`config.mk`:
```
export PLATFORM = sky130hd
export DESIGN_NAME = tick_pwm_gen
export DESIGN_NICKNAME = d
export VERILOG_FILES = /design/src/rtl/tick_pwm_gen_pkg.sv /design/src/rtl/pwm_shadow_regs.sv /design/src/rtl/tick_pwm_gen.sv
export SDC_FILE = /design/constraint.sdc
export NUM_CORES = 1
export LEC_CHECK = 0
export CORE_ASPECT_RATIO = 0.6
export CORE_MARGIN = 4
export CORE_UTILIZATION = 56
export CTS_CLUSTER_SIZE = 28
export DETAILED_ROUTE_END_ITERATION = 6
export PLACE_DENSITY = 0.79
export SLEW_MARGIN = 20
export SYNTH_ARGS = -nofsm -noshare
export SYNTH_HDL_FRONTEND = slang
export SYNTH_SLANG_ARGS = --single-unit
```
`constraint.sdc`:
```
create_clock -name clk -period 4.93 [get_ports clk]
set_input_delay 1.2325 -clock clk [delete_from_list [all_inputs] [get_ports clk]]
set_output_delay 1.2325 -clock clk [all_outputs]
set_load 0.01 [all_outputs]
```
`src/rtl/tick_pwm_gen_pkg.sv`:
```
// Shared definitions for the tick-driven PWM generator: FSM encoding and default settings.
package tick_pwm_gen_pkg;

    typedef enum logic {
        ST_IDLE = 1'b0,
        ST_RUN  = 1'b1
    } pwm_state_e;

    localparam int DEF_CNT_W        = 8;
    localparam int DEF_PERIOD_TICKS = 10;
    localparam int DEF_DUTY_TICKS   = 5;

endpackage : tick_pwm_gen_pkg

```
`src/rtl/pwm_shadow_regs.sv`:
```
// Shadow/active period and duty registers. Software writes land in the shadow
// copy at any time; the active copy only takes the shadow value when the top
// requests a transfer (frame start or frame boundary).
module pwm_shadow_regs
    import tick_pwm_gen_pkg::*;
#(
    parameter int CNT_W      = DEF_CNT_W,
    parameter int DEF_PERIOD = DEF_PERIOD_TICKS,
    parameter int DEF_DUTY   = DEF_DUTY_TICKS
) (
    input  logic             clk,
    input  logic             rstn,
    input  logic             load,
    input  logic [CNT_W-1:0] req_period,
    input  logic [CNT_W-1:0] req_duty,
    input  logic             xfer,
    output logic [CNT_W-1:0] period_act,
    output logic [CNT_W-1:0] next_duty_act
);

    localparam logic [CNT_W-1:0] ONE_C    = CNT_W'(1);
    localparam logic [CNT_W-1:0] DEF_P_C  = CNT_W'(DEF_PERIOD);
    localparam logic [CNT_W-1:0] DEF_D_C  = CNT_W'(DEF_DUTY);

    // A zero-length frame is meaningless; treat a requested 0 as 1 tick.
    function automatic logic [CNT_W-1:0] clamp_period(input logic [CNT_W-1:0] p);
        logic [CNT_W-1:0] r;
        if (p == {CNT_W{1'b0}}) begin
            r = ONE_C;
        end else begin
            r = p;
        end
        return r;
    endfunction

    logic [CNT_W-1:0] shadow_period_r;
    logic [CNT_W-1:0] shadow_duty_r;
    logic [CNT_W-1:0] active_period_r;
    logic [CNT_W-1:0] active_duty_r;
    logic [CNT_W-1:0] next_duty_s;

    // Shadow capture on load strobe, independent of FSM state.
    always_ff @(posedge clk or negedge rstn) begin
        if (!rstn) begin
            shadow_period_r <= DEF_P_C;
            shadow_duty_r   <= DEF_D_C;
        end else if (load) begin
            shadow_period_r <= clamp_period(req_period);
            shadow_duty_r   <= req_duty;
        end else begin
            shadow_period_r <= shadow_period_r;
            shadow_duty_r   <= shadow_duty_r;
        end
    end

    // Active copy takes the pre-load shadow value on a transfer edge.
    always_ff @(posedge clk or negedge rstn) begin
        if (!rstn) begin
            active_period_r <= DEF_P_C;
            active_duty_r   <= DEF_D_C;
        end else if (xfer) begin
            active_period_r <= shadow_period_r;
            active_duty_r   <= shadow_duty_r;
        end else begin
            active_period_r <= active_period_r;
            active_duty_r   <= active_duty_r;
        end
    end

    // Look-ahead of the duty value that will be active after this edge.
    always_comb begin
        next_duty_s = active_duty_r;
        if (xfer) begin
            next_duty_s = shadow_duty_r;
        end else begin
            next_duty_s = active_duty_r;
        end
    end

    assign period_act    = active_period_r;
    assign next_duty_act = next_duty_s;

endmodule : pwm_shadow_regs

```
`src/rtl/tick_pwm_gen.sv`:
```
// Tick-counting PWM generator. Counts incoming ticks into frames of the active
// period, drives pwm high for the first duty ticks of each frame, and strobes
// frame_done_o on the edge after the closing tick. Disabling is graceful: the
// current frame always runs to completion.
module tick_pwm_gen
    import tick_pwm_gen_pkg::*;
#(
    parameter int CNT_W      = DEF_CNT_W,
    parameter int DEF_PERIOD = DEF_PERIOD_TICKS,
    parameter int DEF_DUTY   = DEF_DUTY_TICKS
) (
    input  logic             clk,
    input  logic             rstn,
    input  logic             tick_i,
    input  logic             en_i,
    input  logic             load_i,
    input  logic [CNT_W-1:0] period_i,
    input  logic [CNT_W-1:0] duty_i,
    output logic             pwm_o,
    output logic             frame_done_o,
    output logic             busy_o
);

    localparam logic [CNT_W-1:0] ONE_C = CNT_W'(1);

    pwm_state_e       state_r;
    pwm_state_e       next_state_s;
    logic [CNT_W-1:0] cnt_r;
    logic [CNT_W-1:0] next_cnt_s;
    logic             xfer_s;
    logic             frame_close_s;
    logic [CNT_W-1:0] period_act_s;
    logic [CNT_W-1:0] next_duty_act_s;
    logic             pwm_r;
    logic             frame_done_r;
    logic             busy_r;

    pwm_shadow_regs #(
        .CNT_W      (CNT_W),
        .DEF_PERIOD (DEF_PERIOD),
        .DEF_DUTY   (DEF_DUTY)
    ) u_shadow (
        .clk           (clk),
        .rstn          (rstn),
        .load          (load_i),
        .req_period    (period_i),
        .req_duty      (duty_i),
        .xfer          (xfer_s),
        .period_act    (period_act_s),
        .next_duty_act (next_duty_act_s)
    );

    // Next-state, next-count and frame-boundary decode.
    always_comb begin
        next_state_s  = state_r;
        next_cnt_s    = cnt_r;
        xfer_s        = 1'b0;
        frame_close_s = 1'b0;
        case (state_r)
            ST_IDLE: begin
                next_cnt_s = {CNT_W{1'b0}};
                if (en_i) begin
                    next_state_s = ST_RUN;
                    xfer_s       = 1'b1;
                end else begin
                    next_state_s = ST_IDLE;
                end
            end
            ST_RUN: begin
                if (tick_i) begin
                    if (cnt_r == (period_act_s - ONE_C)) begin
                        next_cnt_s    = {CNT_W{1'b0}};
                        frame_close_s = 1'b1;
                        xfer_s        = 1'b1;
                        if (en_i) begin
                            next_state_s = ST_RUN;
                        end else begin
                            next_state_s = ST_IDLE;
                        end
                    end else begin
                        next_cnt_s = cnt_r + ONE_C;
                    end
                end else begin
                    next_cnt_s = cnt_r;
                end
            end
            default: begin
                next_state_s = ST_IDLE;
                next_cnt_s   = {CNT_W{1'b0}};
            end
        endcase
    end

    // State and frame counter registers.
    always_ff @(posedge clk or negedge rstn) begin
        if (!rstn) begin
            state_r <= ST_IDLE;
            cnt_r   <= {CNT_W{1'b0}};
        end else begin
            state_r <= next_state_s;
            cnt_r   <= next_cnt_s;
        end
    end

    // Output flops computed from the post-edge state so they line up with cnt.
    always_ff @(posedge clk or negedge rstn) begin
        if (!rstn) begin
            pwm_r        <= 1'b0;
            frame_done_r <= 1'b0;
            busy_r       <= 1'b0;
        end else begin
            pwm_r        <= (next_state_s == ST_RUN) && (next_cnt_s < next_duty_act_s);
            frame_done_r <= frame_close_s;
            busy_r       <= (next_state_s == ST_RUN);
        end
    end

    assign pwm_o        = pwm_r;
    assign frame_done_o = frame_done_r;
    assign busy_o       = busy_r;

endmodule : tick_pwm_gen

```
==> summary.md, run 1 <==
| Metric | Value |
|---|---|
| GRT Util Overall | `0.1984` |
| Pwr per Cell Area | `~380 nW/um2` |
| I/O Buffers | `23` |
| Initial DRC count | `81` |
| Post-Syn Instances | `193` |
| Hold wc startpoint | `u_shadow.shadow_period_r[5]` |
| Vias in the first global route | `~1,600` |
| Fin crit share | `0.8105` |
| # IOs | `24` |
| Gr ovfl total | `0` |
| Final Slew Violations | `0` |
| RD Place Congestion | `0.9307` |
| Core box area | `3829 um2` |
| CTS buffer count | `5` |
| #FFs+latches synth | `43` |
| CP max FO | `11` |
| First-pass GRT wire length | `8.004 mm` |
| Endpoint class of the critical path | `flip-flop` |
| Actual slew at the worst max-slew pin | `0.9213 ns` |
| Fin nets | `between 200 and 250` |
| Residual DRC count | `0` |
| P_sw | `0.3460 mW` |
| RSZ-0062 raised after global routing | `false` |
| Setup Skew | `roughly 0.0088 ns` |
| DR vias/cell | `around 5.9` |
| CP max stage cell | `o21ai_2` |
| FF-to-FF path depth | `15` |
| Final wirelength | `4.776 mm` |
| Max VDD drop | `0.0001858 V` |
| Seq/Total Area, Yosys | `0.4682` |
| Main flop type after synthesis | `dfrtp_1` |
| Largest net degree at the start of global routing | `44` |
| FMAX | `250.3 MHz` |
| Net count after synthesis | `223` |
| Mean Syn Cell Area | `around 12 um2` |
| CTS Hold Bufs | `0` |
| H-tree depth | `2` |
| EDFF count, synth | `0` |
| Required time worst endpoint | `approximately 5.1 ns` |
| Clock Sinks | `43` |
| Flop pwr share | `0.454` |
| DRT antenna net count | `0` |
| DIE WIDTH | `91.09 um` |
| Worst endpoint data arrival time | `4.19 ns` |
| Die Span Y | `approximately 58 um` |
| Number of cells on the critical path | `15` |
| CP Buf/Inv Count | `1` |
| CP most frequent cell | `ha_1` |
| Share of cells above drive strength 1 | `0.2420` |
| Final HPWL DP | `about 3.6 mm` |
| Setup bufs post-CTS | `0` |
| Hold Path Class | `flip-flop to flip-flop` |
| Max_cap viols | `0` |
| Initial Util | `0.6059` |
| Final min period | `3.996 ns` |
| Wire length per cell | `17.95 um` |
| Initial antenna violation count | `0` |
| Cts repair resizes | `0` |
| Startpoint Class | `flip-flop` |
| Critical path origin | `u_shadow.period_act[0]` |
| CP peak stage delay | `0.60 ns` |
| Reg2Reg Launch Point | `u_shadow.period_act[0]` |
| Rows | `17` |
| Mapped cell area | `about 2300 um2` |
| Most common cell after layout, fill and taps aside | `dfrtp_1` |
| Die ar. | `5270 um2` |
| CP Cell Sequence | `inv_1 -> ha_1 -> or3b_1 -> o31a_1 -> o2111ai_2 -> nor3_4 -> o21ai_2 -> mux2i_1 -> ha_1 -> o21ai_1 -> nand2b_1 -> a21oi_1 -> nor2_1 -> a21boi_0 -> a211oi_1` |
| Ys async rst share | `1.000` |
| Netlist cell types | `49` |
| Final-report hold violation count | `0` |
| Via count | `about 1,600` |
| Area growth, synth to finish | `14.72%` |
| TritonCTS clock tree | `done` |
| Worst-case hold slack | `0.5084 ns` |
| Gate power share | `0.325` |
| Latest clock arrival within the worst-skew pair | `0.30 ns` |
| Int Pwr | `0.6638 mW` |
| Hold path depth | `1` |
| Part of the power in the clock network | `0.220` |
| Root Driver | `clkbuf_8` |
| Slew HR | `0.3858` |
| Critical path type | `flip-flop to flip-flop` |
| CP delay by family, top | `compound AO/OA/AOI/OAI gates` |
| Status | `completed` |
| Commonest cells after routing, fill and taps aside | `dfrtp_1 (35), clkdlybuf4s50_1 (22), nor2_1 (19)` |
| Total iterations of the first detailed-routing run | `4` |
| Clock Tree Buf Depth | `2` |
| Sw frac | `0.3427` |
| Leak | `1.252 nW` |
| TNS Setup | `0 ns` |
| Final Setup Violations | `0` |
| # diodes | `0` |
| YS warnings | `0` |
| Clk slew on worst S/H paths | `approximately 0.090 ns` |
-- worst register-to-register path, delay by kind of cell (launching register included) --
| kind | cells | cell delay [ns] |
|---|---|---|
| flops | 1 | 0.45 |
| compound gates | 7 | 1.82 |
| simple gates | 4 | 0.65 |
| buf+inv | 1 | 0.08 |
| fa+ha+maj | 2 | 0.48 |
| mux | 1 | 0.42 |
-- state kept, by name (all words and copies together) (netlist names) --
| signal | cells |
|---|---|
| u_shadow.period_act | 8 |
| pwm_o | 1 |
| u_shadow.active_duty_r | 8 |
| cnt_r | 8 |
| frame_done_o | 1 |
| u_shadow.shadow_duty_r | 8 |
| u_shadow.shadow_period_r | 8 |
| busy_o | 1 |
-- kinds of logic (layout without fill, tap and decap cells) --
family | count (synthesis) | count (layout) | share of synthesized area
AOI/OAI and AO/OA | 26 | 26 | 0.08900
xor gates and xnor gates | 15 | 15 | 0.05664
adders and majority gates | 9 | 9 | 0.04854
buffers and inverters | 13 | 39 | 0.02804
DFF | 43 | 43 | 0.4682
muxes | 38 | 38 | 0.2012
and+or+nand+nor | 49 | 49 | 0.1084
-- metrics by stage --
stage / area (um2) / util / cells / power (mW) / setup WS, ns
3_5_place_dp: 2576 / 0.6729 / 258 / 0.7863 / 0.7298
6_report: 2661 / 0.6951 / 266 / 1.010 / 0.9342
3_3_place_gp: 2576 / 0.6729 / 258 / 0.7617 / 0.8447
4_1_cts: 2661 / 0.6951 / 266 / 1.011 / 0.9896
2_1_floorplan: 2320 / - / 193 / 0.6894 / 1.559
5_1_grt: 2661 / 0.6951 / 266 / 1.081 / 0.7198
-- layout make-up --
class | count | area [um2]
fill | 265 | 1167
clock buffer | 6 | 72.57
multi-input combinational | 137 | 1169
timing repair buffer | 25 | 240.2
sequential | 43 | 1086
inverter | 6 | 22.52
tap | 47 | 58.81
clock inverter | 2 | 12.51
-- power by group through the flow --
stage | combinational [mW] | sequential, mW | clock, mW
CTS | 0.328 | 0.458 | 0.225
global route | 0.373 | 0.467 | 0.241
detailed placement | 0.322 | 0.464 | 0
global placement | 0.301 | 0.461 | 0
finish | 0.329 | 0.459 | 0.222
floorplan | 0.243 | 0.446 | 0
-- cells in the mapped netlist (2+ instances only) --
cell type / n / area share
dfrtp_1: 35 / 0.38
nor2_1: 19 / 0.031
mux2_2: 15 / 0.073
mux2_4: 13 / 0.084
ha_1: 9 / 0.049
dfstp_2: 8 / 0.091
mux2i_1: 8 / 0.035
nand2_1: 8 / 0.013
xnor2_1: 8 / 0.030
xor2_1: 7 / 0.026
inv_1: 6 / 0.0097
a21oi_1: 4 / 0.0086
clkbuf_1: 4 / 0.0065
nand4_1: 4 / 0.011
nor3_1: 3 / 0.0065
a211oi_1: 2 / 0.0065
buf_6: 2 / 0.0097
mux2_1: 2 / 0.0097
nand2b_1: 2 / 0.0054
nand3b_1: 2 / 0.0065
nor4_1: 2 / 0.0054
o211ai_1: 2 / 0.0065
o21ai_0: 2 / 0.0043
-- path summary, 6_finish.rpt --
path                                                    end  slack, ns
worst max-delay path                                  pwm_o       0.93
worst min-delay path                 u_shadow.period_act[5]       0.51
worst max register to register                        pwm_o       0.93
worst min register to register       u_shadow.period_act[5]       0.51
max in group asynchronous       u_shadow.shadow_period_r[5]       3.29
min in group asynchronous                          cnt_r[2]       1.06
-- metal layers --
layer | GRT usage | part of all wire | wire length [um]
met2 | 0.3316 | 0.47 | 2256
met4 | 0.07511 | 0.013 | 63
met1 | 0.2419 | 0.45 | 2158
met3 | 0.06744 | 0.062 | 297
met5 | 0 | 0 | 0
No activity file was read; power rests on OpenSTA's default activity.
==> run 2: changes to the inputs <==
- CORE_UTILIZATION: 56 -> 51
- PLACE_DENSITY: 0.79 -> 0.76
- clock period: 4.93 -> 3.3 ns (I/O delays scaled with it)
==> summary.md, run 2 (synthesis gave the netlist of run 1 again) <==
| Metric | Value |
|---|---|
| Failing checks | `setup timing` |
| First-pass GRT wire length | `8.769 mm` |
| Final HPWL DP | `3.786 mm` |
| Leak | `1.365 nW` |
| Clock Tree Buf Depth | `2` |
| CTS buffer count | `5` |
| I/O Buffers | `23` |
| Via count | `1,687` |
| Residual DRC count | `0` |
| Share of cells above drive strength 1 | `0.3636` |
| Die Span Y | `60.24 um` |
| Final min period | `between 3 and 4 ns` |
| Actual slew at the worst max-slew pin | `~0.95 ns` |
| CP delay by family, top | `compound AO/OA/AOI/OAI gates` |
| Total iterations of the first detailed-routing run | `4` |
| Die ar. | `5727 um2` |
| FMAX | `299.1 MHz` |
| RSZ-0062 raised after global routing | `true` |
| Startpoint Class | `flip-flop` |
| RD Place Congestion | `0.8661` |
| Placement Cell Area | `2733 um2` |
| Critical path type | `flip-flop to flip-flop` |
| Most common cell after layout, fill and taps aside | `dfrtp_1` |
| DRT antenna net count | `0` |
| CTS Hold Bufs | `0` |
| Flop pwr share | `0.417` |
| Endpoint class of the critical path | `flip-flop` |
| Initial Util | `0.5479` |
| H-tree depth | `2` |
| TNS Setup | `-0.04333 ns` |
| Part of the power in the clock network | `0.236` |
| DIE WIDTH | `95.07 um` |
| Slew HR | `0.3634` |
| Worst Setup Slack, final | `-0.04333 ns` |
| Setup Skew | `0.007149 ns` |
| Int Pwr | `~1.1 mW` |
| Worst endpoint data arrival time | `around 3.6 ns` |
| Hold Path Class | `flip-flop to flip-flop` |
| Final Slew Violations | `0` |
| CP Buf/Inv Count | `2` |
| TritonCTS clock tree | `done` |
| Pwr per Cell Area | `557.8 nW/um2` |
| Clk slew on worst S/H paths | `roughly 0.090 ns` |
| Max_cap viols | `0` |
| GR Util met1 | `0.2716` |
| # diodes | `0` |
| Final-report hold violation count | `0` |
| Commonest cells after routing, fill and taps aside | `dfrtp_1 (35), buf_4 (24), clkdlybuf4s50_1 (22)` |
| Met2 usage in global routing | `0.3134` |
| Gate power share | `0.347` |
| Required time worst endpoint | `roughly 3.5 ns` |
| Initial DRC count | `123` |
| Final wirelength | `5.222 mm` |
| Fin nets | `271` |
| Vias in the first global route | `1,819` |
| Gr busiest metal | `met2` |
| Max VDD drop | `0.0002766 V` |
| CP max stage cell | `dfrtp_1` |
| Root Driver | `clkbuf_8` |
| Status | `finished with violations` |
| Initial antenna violation count | `0` |
| Clock Sinks | `43` |
| Final Setup Violations | `1` |
| Core box area | `4234 um2` |
| Wire length per cell | `approximately 17 um` |
| DR vias/cell | `5.586` |
| GR met3 Demand/Resource | `0.07296` |
| Rows | `18` |
| Latest clock arrival within the worst-skew pair | `0.31 ns` |
| Gr ovfl total | `0` |
| Sw frac | `0.3513` |
| CP peak stage delay | `0.39 ns` |
| Area growth, synth to finish | `27.45%` |
| DP Cell Count | `around 290` |
| CP Cell Sequence | `inv_1 -> ha_2 -> or3b_4 -> o31a_1 -> o2111ai_2 -> nor3_4 -> o21ai_2 -> buf_12 -> mux2i_4 -> ha_4 -> o21ai_1 -> nand2b_1 -> a21oi_1 -> nor2_1 -> a21boi_1 -> a211oi_2` |
| GRT Util Overall | `0.2064` |
| Design Area, Final | `a little under 3000 um2` |
| CP max FO | `10` |
| # IOs | `24` |
| P_sw | `0.5795 mW` |
| Final non-filler cell total | `302` |
| Largest net degree at the start of global routing | `44` |
| Fin crit share | `1.013` |
run 2: area by class of cell:
class                   count  area (um2)
well taps                  60       75.07
multi-input cells         137        1244
fillers                   311        1277
flip-flops and latches     43        1086
clock buffers               7       96.34
repair buffers             48       425.4
clock inverters             1       7.507
inverters                   6       22.52
run 2: metal layers:
metal  wire [um]  share of wire
met1        2475           0.47
met2        2327           0.45
met3         343          0.066
met4          76          0.015
met5           0              0
run 2: power by group through the flow:
stage               Clock [mW]  Sequential [mW]  Combinational [mW]
global placement             0            0.687               0.469
global route             0.418            0.698               0.625
floorplan                    0            0.666               0.364
detailed placement           0            0.693               0.512
CTS                      0.391            0.682               0.538
finish                   0.389            0.688               0.573
run 2: path summary, 6_finish.rpt:
kind / startpoint / slack, ns / end / cells past startpoint
worst max-delay path: u_shadow.period_act[0] / -0.04 / pwm_o / 16
worst min-delay path: u_shadow.shadow_period_r[5] / 0.51 / u_shadow.period_act[5] / 1
worst max register to register: u_shadow.period_act[0] / -0.04 / pwm_o / 16
worst min register to register: u_shadow.shadow_period_r[5] / 0.51 / u_shadow.period_act[5] / 1
max in group asynchronous: rstn / 2.05 / u_shadow.shadow_duty_r[1] / 1
min in group asynchronous: rstn / 0.66 / u_shadow.shadow_period_r[6] / 1
run 2: what timing repair did:
action	CTS	global route
pin swaps	6	5
buffers inserted	5	1
gates resized for setup	10	6
endpoints found under the setup margin	1	1
run 2: per-stage QoR:
stage | power (mW) | utilization | worst slack, ns | hold WS, ns
6_report | 1.649 | 0.6983 | -0.04333 | 0.5104
5_1_grt | 1.741 | 0.6983 | -0.2329 | 0.5342
4_1_cts | 1.612 | 0.6862 | -0.004553 | 0.5155
3_5_place_dp | 1.205 | 0.6454 | -0.2457 | 0.4959
3_3_place_gp | 1.156 | 0.6454 | -0.06656 | 0.4899
2_1_floorplan | 1.030 | - | 0.04924 | 0.4591
==> run 3: changes to the inputs <==
- SLEW_MARGIN: 20 -> unset
==> results of run 3 <==
No change in the layout: final DEF, timing and power equal those of run 2.
